File: src/rtl/dmem_bridge.sv
// dmem_bridge: connects the core load/store port to a req/gnt/rvalid data bus.
// Handles lane steering, misaligned accesses, load data shifting and bus timeouts.
module dmem_bridge #(
    parameter int TIMEOUT = 255
) (
    input  logic        clk,
    input  logic        reset,
    input  logic        rd_en,
    input  logic        wr_en,
    input  logic [31:0] addr,
    input  logic [31:0] wdata,
    input  logic [2:0]  size,
    output logic [31:0] rdata,
    output logic        stall,
    output logic        misalign,
    output logic        bus_err,
    output logic        bus_req,
    output logic        bus_we,
    output logic [31:0] bus_addr,
    output logic [31:0] bus_wdata,
    output logic [3:0]  bus_be,
    input  logic        bus_gnt,
    input  logic        bus_rvalid,
    input  logic [31:0] bus_rdata
);

    typedef enum logic [1:0] {
        IDLE,
        REQ,
        WAIT,
        DONE
    } state_t;

    localparam logic [7:0] TMAX = 8'(TIMEOUT - 1);

    state_t      state;
    state_t      state_nxt;

    logic [1:0]  off;
    logic        is_byte;
    logic        is_half;
    logic        is_word;
    logic        access;
    logic        start;

    logic [3:0]  be_lane;
    logic [31:0] wdata_rep;

    logic [31:0] req_addr;
    logic        req_we;
    logic [3:0]  req_be;
    logic [31:0] req_wdata;
    logic [1:0]  req_off;

    logic [7:0]  cnt;
    logic        timeout_hit;
    logic        tout;
    logic        load_rdata;
    logic        err_q;
    logic [31:0] rdata_q;
    logic [31:0] rdata_shift;

    logic        unused_ok;

    // size[2] only selects sign handling, which the core does itself
    assign unused_ok = size[2];

    assign off     = addr[1:0];
    assign is_byte = (size[1:0] == 2'b00);
    assign is_half = (size[1:0] == 2'b01);
    assign is_word = !is_byte && !is_half;
    assign access  = rd_en | wr_en;

    assign misalign = access &
                      ((is_half & off[0]) |
                       (is_word & (off != 2'b00)));

    assign start = (state == IDLE) & access & !misalign;

    always_comb begin
        be_lane   = 4'b1111;
        wdata_rep = wdata;
        unique case (1'b1)
            is_byte: begin
                be_lane   = 4'b0001 << off;
                wdata_rep = {4{wdata[7:0]}};
            end
            is_half: begin
                be_lane   = 4'b0011 << off;
                wdata_rep = {2{wdata[15:0]}};
            end
            default: begin
                be_lane   = 4'b1111;
                wdata_rep = wdata;
            end
        endcase
    end

    // request fields are frozen at launch so the bus sees a stable beat
    always_ff @(posedge clk or posedge reset) begin
        if (reset) begin
            req_addr  <= '0;
            req_we    <= 1'b0;
            req_be    <= '0;
            req_wdata <= '0;
            req_off   <= '0;
        end else if (start) begin
            req_addr  <= {addr[31:2], 2'b00};
            req_we    <= wr_en;
            req_be    <= wr_en ? be_lane : 4'b0000;
            req_wdata <= wdata_rep;
            req_off   <= off;
        end
    end

    assign timeout_hit = (cnt >= TMAX);

    always_ff @(posedge clk or posedge reset) begin
        if (reset) begin
            state <= IDLE;
        end else begin
            state <= state_nxt;
        end
    end

    // a completing event wins only if it lands inside the timeout budget
    always_comb begin
        state_nxt  = state;
        tout       = 1'b0;
        load_rdata = 1'b0;
        unique case (state)
            IDLE: begin
                if (start) begin
                    state_nxt = REQ;
                end
            end
            REQ: begin
                if (bus_gnt && req_we) begin
                    state_nxt = DONE;
                end else if (timeout_hit) begin
                    state_nxt = DONE;
                    tout      = 1'b1;
                end else if (bus_gnt) begin
                    state_nxt = WAIT;
                end
            end
            WAIT: begin
                if (bus_rvalid) begin
                    state_nxt  = DONE;
                    load_rdata = 1'b1;
                end else if (timeout_hit) begin
                    state_nxt = DONE;
                    tout      = 1'b1;
                end
            end
            DONE: begin
                state_nxt = IDLE;
            end
            default: begin
                state_nxt = IDLE;
            end
        endcase
    end

    always_ff @(posedge clk or posedge reset) begin
        if (reset) begin
            cnt <= '0;
        end else if (start) begin
            cnt <= '0;
        end else if (state == REQ || state == WAIT) begin
            cnt <= cnt + 8'd1;
        end
    end

    assign rdata_shift = bus_rdata >> {req_off, 3'b000};

    always_ff @(posedge clk or posedge reset) begin
        if (reset) begin
            rdata_q <= '0;
            err_q   <= 1'b0;
        end else begin
            err_q <= tout;
            if (start || tout) begin
                rdata_q <= '0;
            end else if (load_rdata) begin
                rdata_q <= rdata_shift;
            end
        end
    end

    assign rdata     = misalign ? 32'h0 : rdata_q;
    assign bus_err   = err_q;
    assign stall     = start | (state == REQ) | (state == WAIT);
    assign bus_req   = (state == REQ);
    assign bus_we    = req_we;
    assign bus_addr  = req_addr;
    assign bus_be    = req_be;
    assign bus_wdata = req_wdata;

endmodule

File: config.mk
export PLATFORM = sky130hd
export DESIGN_NAME = dmem_bridge
export DESIGN_NICKNAME = d
export VERILOG_FILES = /design/src/rtl/dmem_bridge.sv
export SDC_FILE = /design/constraint.sdc
export NUM_CORES = 1
export LEC_CHECK = 0
export ABC_AREA = 1
export ABC_CLOCK_PERIOD_IN_PS = 10880
export CORE_MARGIN = 1
export CORE_UTILIZATION = 48
export CTS_CLUSTER_SIZE = 40
export DETAILED_ROUTE_END_ITERATION = 8
export PLACE_DENSITY = 0.95
export RECOVER_POWER = 50
export SLEW_MARGIN = 20
export SYNTH_ARGS = -nofsm -noshare
export SYNTH_HDL_FRONTEND = slang
export SYNTH_SLANG_ARGS = --single-unit
export TNS_END_PERCENT = 10
File: constraint.sdc
create_clock -name clk -period 10.88 [get_ports clk]
set_clock_uncertainty 0.15 [all_clocks]
set_input_delay 1.088 -clock clk [delete_from_list [all_inputs] [get_ports clk]]
set_output_delay 1.088 -clock clk [all_outputs]
set_load 0.02 [all_outputs]
# After elaboration in Yosys (flattened, before gate mapping)
# Index checks and enable logic that the tools add are counted.
# totals
ff_bits	112
output_inout_bits	105
wordCells	64
# classes
addsub	1
order_cmp	1
eq_ne	7
shift	3
muxes	21
n_bitwise	9
n_reduce_logical	13
# op_table
cell	count
$mux 32	3
$pmux 32 s2	1
$shr 32x5->32	1
$mux 8	2
$mux 2	6
$add 8x1->8 const B	1
$ge 8x8->1 const B	1
$pmux 2 s4	1
$pmux 4 s2	1
$reduce_bool 2->1	3
$and 1x1->1	5
$mux 1	5
$eq 2x1->1 const B	2
$eq 2x2->1 const B	2
$logic_not 2->1	2
$mux 4	1
$ne 4x1->1 const B	1
$or 1x1->1	4
$shl 1x2->4 const A	1
$shl 2x2->4 const A	1
$logic_not 1->1	3
$ne 3x3->1 const B	1
$reduce_and 3->1	1
$logic_and 1x1->1	2
other kinds (3)	4

# Logic depth before layout (Yosys ltp)
# Gate-level depths: netlist (run 1).
# depth
word_depth	10
mapped_depth	10
mapped_depth_nobuf	10

# Worst setup path after synthesis (run 1)
# No wires, ideal clock.
# synth_path
path_type	input port to output port
startpoint	in size[1]
endpoint	out stall
arrival_ps	2004
t_required_ps	9642
setup_slack_ps	7638
path_stages	6
path_cell_list	buf_2 o21ai_2 nand3_2 buf_4 buf_4 nand3_1
# synth_via
elab_chain_len	10
# synth_lines
item	line_no	source
start, declared	12	input logic [2:0] size,
$eq 2x1->1 / $logic_not 2->1 (equally long branches)	70, 69	
$logic_not 1->1	71	assign is_word = !is_byte && !is_half;
$logic_and 1x1->1	71	
$and 1x1->1	76	(is_word & (off != 2'b00)));
$or 1x1->1 *	75	((is_half & off[0]) |
$and 1x1->1 *	74	assign misalign = access &
$logic_not 1->1 *	78	assign start = (state == IDLE) & access & !misalign;
$and 1x1->1 *	78	
$or 1x1->1 * (2 in a row)	193	assign stall = start | (state == REQ) | (state == WAIT);
end, declared	14	output logic stall,
# Every way passes the cells marked *; elsewhere a longest branch is shown, timed or not.

==> reports/results.txt, run 1 <==
row cnt = 38
DIE HEIGHT = 109 um
PortBufs = 206
Ports = 210
Hold Crit Depth = 2
P_leak = 3.84 nW
Finished Layout Cells = 1063
Synth area leaders = dfrtp_1, nand2_1, nor2_1, o21ai_0, inv_1
failing checks = capacitance limit, slew limit
total gr overflow = 0
dpl cells = 1048
post-synthesis simple-gate area fraction = 26.7%
Worst Hold Endpoint = bus_addr[5]
Hold Buf Count CTS = 0
Required @ worst endpoint = 10.48 ns
Setup Buffers After CTS = 0
CP Class = input port to async pin
Final Max Slew Viols = 115
status = finished with violations
Post-synth EDFFs = 0
Critical Path Start Type = input port
largest family of logic cells by synthesized area = simple AND/OR/NAND/NOR gates
post-synth cell types = 27
period utilization = 52.6%
Max VDD drop = 0.149 mV
R2R Setup Slk = 7.75 ns
Synth Area in Adders = 1.14%
delay-heaviest family, CP = buffers and inverters
CTS Buf Count = 9
core region area = 11000 um2
CTS Buffer Depth = 2
die width = 109 um
cell with the most instances after synthesis = nand2_1
Max-cap violations = 2
Arrival @ worst endpoint = 5.32 ns
Area Growth Syn to Fin = 43.3%
setup TNS = 0 ns
final net count = 1029
Power Dens Cells = 256 nW/um2
crit-path max cell delay = 2.32 ns
flops & latches, synth = 112
RSZ-0062 raised after global routing = no
Reg clk slew, reported paths = 0.08 ns
Hold Crit Start = bus_addr[5]
DR WL/cell = 15.2 um
post-cts sizing count = 0
crit end category = async pin
Worst-Margin Slew = 3.15 ns
TritonCTS Sinks = 112
Post-synth top cells = nand2_1, dfrtp_1, nor2_1
Mean Syn Cell Area = 7.50 um2
crit path max fanout = 60
RR Startpoint = state[0]
min cycle time layout = 5.72 ns
fraction of registers with async set or reset after synthesis = 100%
compound-gate portion of the synthesized area = 12.2%
root buf cell = clkbuf_16
via count = 5473
die footprint = 11900 um2
Clk Latency, worst-skew pair = 0.34 ns
crit path cell chain = dlygate4sd3_1 -> clkinvlp_2 -> clkbuf_1
post-synthesis cell count = 734
Pre-antenna DRT Iters = 5
DR DRC count = 0
CTS H-Tree Depth = 3
first-pass GRT wire length = 25500 um
worst-case reg-to-reg path depth = 8
number of global-route vias before repair = 5147
RR Endpoint = rdata_q[25]
Post-Syn Area = 5500 um2
Synth Flop Type = dfrtp_1
Initial Util = 50.1%
endpoints failing setup = 0
Final Hold Viols = 0
multiplexer share of the synthesized area = 0%
XOR/XNOR Fraction of Synth Area = 0.318%
worst slew margin relative to its limit = -110%
antenna violations before repair = 0
CTS tree = done
yosys warns = 0
drt total wl = 16100 um
antenna-violating nets left = 0
Synth top area share = 50.9%
detailed placement HPWL = 11500 um
Vias/cell = 5.15
Ant. Diodes = 0
GP Congestion = 0.892
Bufs and invs on worst path = 3
total global-route track usage = 28.2%
f_max = 175 MHz
Worst Hold Class = flop to flop
slowest CP cell = clkbuf_1
register area share after synthesis = 50.9%
fraction of layout cells with a size suffix above 1 = 3.36%
post-synth top area cell = dfrtp_1
largest net degree at the start of global routing = 90
DR iter-0 viols = 401
## cells in the final DEF, fill, tap and decap left out, types with 5 or more instances in the layout
master and count:
a21oi_1 33, buf_4 5, clkbuf_16 9, clkdlybuf4s50_1 136, dfrtp_1 112, dlygate4sd3_1 70, ha_1 5, inv_1 70
nand2_1 244, nand3_1 20, nor2_1 105, o21a_1 5, o21ai_0 61, o22ai_1 14, or2_2 5
## how the worst max path moves through the flow
| stage | to | start | slack (ns) | depth (start not counted) |
|---|---|---|---|---|
| after floorplan | bus_addr[10] | reset | 6.68 | 1 |
| after global placement | rdata[24] | size[1] | 6.46 | 8 |
| after detailed placement | rdata[13] | size[1] | 6.35 | 8 |
| after CTS | rdata[13] | size[1] | 6.35 | 8 |
| after global routing | rdata_q[6] | reset | 4.03 | 3 |
| final | rdata_q[8] | reset | 5.16 | 3 |
## registers in the layout (all words and copies together), names as in the netlist
register,flops
bus_addr,30
bus_err,1
req_off,2
cnt,8
bus_we,1
bus_wdata,32
state,2
rdata_q,32
bus_be,4
## worst register-to-register path, cell delays in order (launching register included)
cell and delay [ns]:
dfrtp_1 0.41, inv_1 0.10, ha_1 0.17, nand2_1 0.39, nor2_1 0.84, inv_1 0.58, nor2_1 0.22, a21oi_1 0.05
nor2_1 0.13
## metal layers
metal	track usage [%]	part of all wire, %	wire [um]
met1	34.4	37	6040
met4	11.1	2.6	418
met3	8.37	10	1690
met2	46.9	49	7980
met5	0	0	0
## logic make-up after synthesis
family / after synthesis
and+or+nand+nor: 378
AOI/OAI and AO/OA: 124
buffers and inverters: 112
DFF: 112
adders and majority gates: 5
xor gates and xnor gates: 2
other: 1
## area by class of cell
cell class / count / area [um2]
clock inverter: 5 / 63.8
clock buffer: 10 / 239
tap: 140 / 175
fill: 846 / 3100
multi-input combinational: 511 / 2230
timing repair buffer: 212 / 2100
sequential: 112 / 2800
inverter: 73 / 275
## where the power goes
group / switching (mW) / internal, mW
Clock: 0.154 / 0.186
Combinational: 0.591 / 0.403
Sequential: 0.0949 / 0.588
Total: 0.839 / 1.18
## stage by stage
stage	worst slack (ns)	hold slack (ns)	cell area [um2]	utilization [%]	power [mW]
3_3_place_gp	6.46	0.311	7590	69.1	1.69
4_1_cts	6.35	0.334	7890	71.8	2.07
5_1_grt	4.03	0.350	7890	71.8	2.16
3_5_place_dp	6.35	0.315	7590	69.1	1.72
6_report	5.16	0.327	7890	71.8	2.02
2_1_floorplan	6.68	0.327	5510	-	1.28
No activity file was read; power rests on OpenSTA's default activity.
==> inputs of run 2 (changes only) <==
--- a/config.mk
+++ b/config.mk
@@ -6,12 +6,12 @@
 export NUM_CORES = 1
 export LEC_CHECK = 0
 export ABC_AREA = 1
-export ABC_CLOCK_PERIOD_IN_PS = 10880
+export ABC_CLOCK_PERIOD_IN_PS = 5300
 export CORE_MARGIN = 1
-export CORE_UTILIZATION = 48
+export CORE_UTILIZATION = 44
 export CTS_CLUSTER_SIZE = 40
 export DETAILED_ROUTE_END_ITERATION = 8
-export PLACE_DENSITY = 0.95
+export PLACE_DENSITY = 0.91
 export RECOVER_POWER = 50
 export SLEW_MARGIN = 20
 export SYNTH_ARGS = -nofsm -noshare
==> constraint.sdc (replaced) <==
create_clock -name clk -period 5.3 [get_ports clk]
set_clock_uncertainty 0.15 [all_clocks]
set_input_delay 0.53 -clock clk [delete_from_list [all_inputs] [get_ports clk]]
set_output_delay 0.53 -clock clk [all_outputs]
set_load 0.02 [all_outputs]
==> reports/results.txt, run 2 (synthesis results as in run 1) <==
status = finished with violations
failing checks = capacitance limit, slew limit
Post-Place Worst Slack = 1.85 ns
total gr overflow = 0
Power Dens Cells = 521 nW/um2
Arrival @ worst endpoint = 2.95 ns
Finished Layout Cells = 1093
highest metal layer with signal wires = met4
Max-cap violations = 1
detailed placement HPWL = 11400 um
PortBufs = 206
Hold Crit Start = bus_addr[9]
crit end category = output pin
DR WL met3 = 1750 um
DR DRC count = 0
Vias/cell = 4.99
fraction of layout cells with a size suffix above 1 = 3.46%
# fillers = 1020
post-cts sizing count = 0
final net count = 1030
Worst Hold Class = flop to flop
DR iter-0 viols = 393
RSZ-0062 raised after global routing = no
RR Startpoint = state[0]
Initial Util = 45.4%
number of global-route vias before repair = 5199
row cnt = 40
most common cell after layout, fill and taps aside = nand2_1
Ports = 210
Worst-Margin Slew = 3.19 ns
Final Hold Viols = 0
endpoints failing setup = 0
crit path max fanout = 38
CTS Buffer Depth = 2
CTS Buf Count = 9
most frequent cells in the layout = nand2_1, clkdlybuf4s50_1, dfrtp_1
Critical Path Start Type = input port
Setup Buffers After CTS = 0
Ant. Diodes = 0
antenna violations before repair = 0
total global-route track usage = 25.1%
dpl cells = 1077
CTS tree = done
f_max = 275 MHz
fin worst setup slack = 1.67 ns
via count = 5453
die width = 114 um
wl on met1 = 6260 um
Hold WS = 0.328 ns
Hold Buf Count CTS = 0
min cycle time layout = 3.63 ns
die footprint = 13000 um2
largest net degree at the start of global routing = 75
Clk Latency, worst-skew pair = 0.34 ns
Pre-antenna DRT Iters = 5
first-pass GRT wire length = 25300 um
wire length on met2 = 7640 um
CP Class = input port to output pin
setup TNS = 0 ns
P_leak = 3.85 nW
GP Congestion = 0.914
Max VDD drop = 0.335 mV
period utilization = 68.5%
DR WL/cell = 14.5 um
CTS H-Tree Depth = 3
Final Max Slew Viols = 74
DIE HEIGHT = 114 um
Worst Setup SP = size[1]
antenna-violating nets left = 0
Area Growth Syn to Fin = 44.1%
worst slew margin relative to its limit = -114%
TritonCTS Sinks = 112
core region area = 12100 um2
Reg clk slew, reported paths = 0.07 ns
root buf cell = clkbuf_16
Required @ worst endpoint = 4.62 ns
drt total wl = 15900 um
-- run 2: final timing paths --
path	end	slack, ns	cells past startpoint
hold reg to reg	bus_addr[9]	0.33	2
min in group asynchronous	rdata_q[19]	1.43	2
max in group asynchronous	bus_addr[19]	1.95	3
setup reg to reg	bus_be[0]	2.39	8
setup / recovery	stall	1.67	7
hold / removal	bus_addr[9]	0.33	2
-- run 2: where the power goes --
part | switching (mW) | total (mW) | internal (mW)
registers | 0.190 | 1.40 | 1.21
clock network | 0.307 | 0.701 | 0.394
logic | 1.20 | 2.03 | 0.829
total | 1.70 | 4.13 | 2.43
-- run 2: cell type report --
class                           instances  area, um2  area share (%)
Timing Repair Buffer                  213       2110            26.7
Sequential cell                       112       2800            35.3
Clock inverter                          4       52.6           0.662
Inverter                               73        275            3.47
Clock buffer                           12        256            3.23
Multi-Input combinational cell        511       2220            28.0
Tap cell                              168        210            2.65
-- run 2: metrics by stage --
stage	cell area [um2]	power [mW]	util, %
final	7930	4.13	65.5
after global routing	7930	4.42	65.5
after CTS	7940	4.25	65.5
after detailed placement	7630	3.53	63.0
after global placement	7630	3.48	63.0
after floorplan	5510	2.62	-
-- run 2: worst max-delay path, stage by stage --
cell	delay, ns
dlygate4sd3_1	0.52
buf_4	0.33
inv_1	0.12
nand3_1	0.12
nand3_1	0.48
nand3_1	0.22
clkdlybuf4s50_1	0.62
-- run 2: per-layer routing --
| layer | vias up | track usage [%] |
|---|---|---|
| li1 | 2656 | - |
| met4 | 0 | 6.75 |
| met2 | 237 | 42.1 |
| met3 | 16 | 9.30 |
| met1 | 2544 | 30.4 |
| met5 | - | 0 |
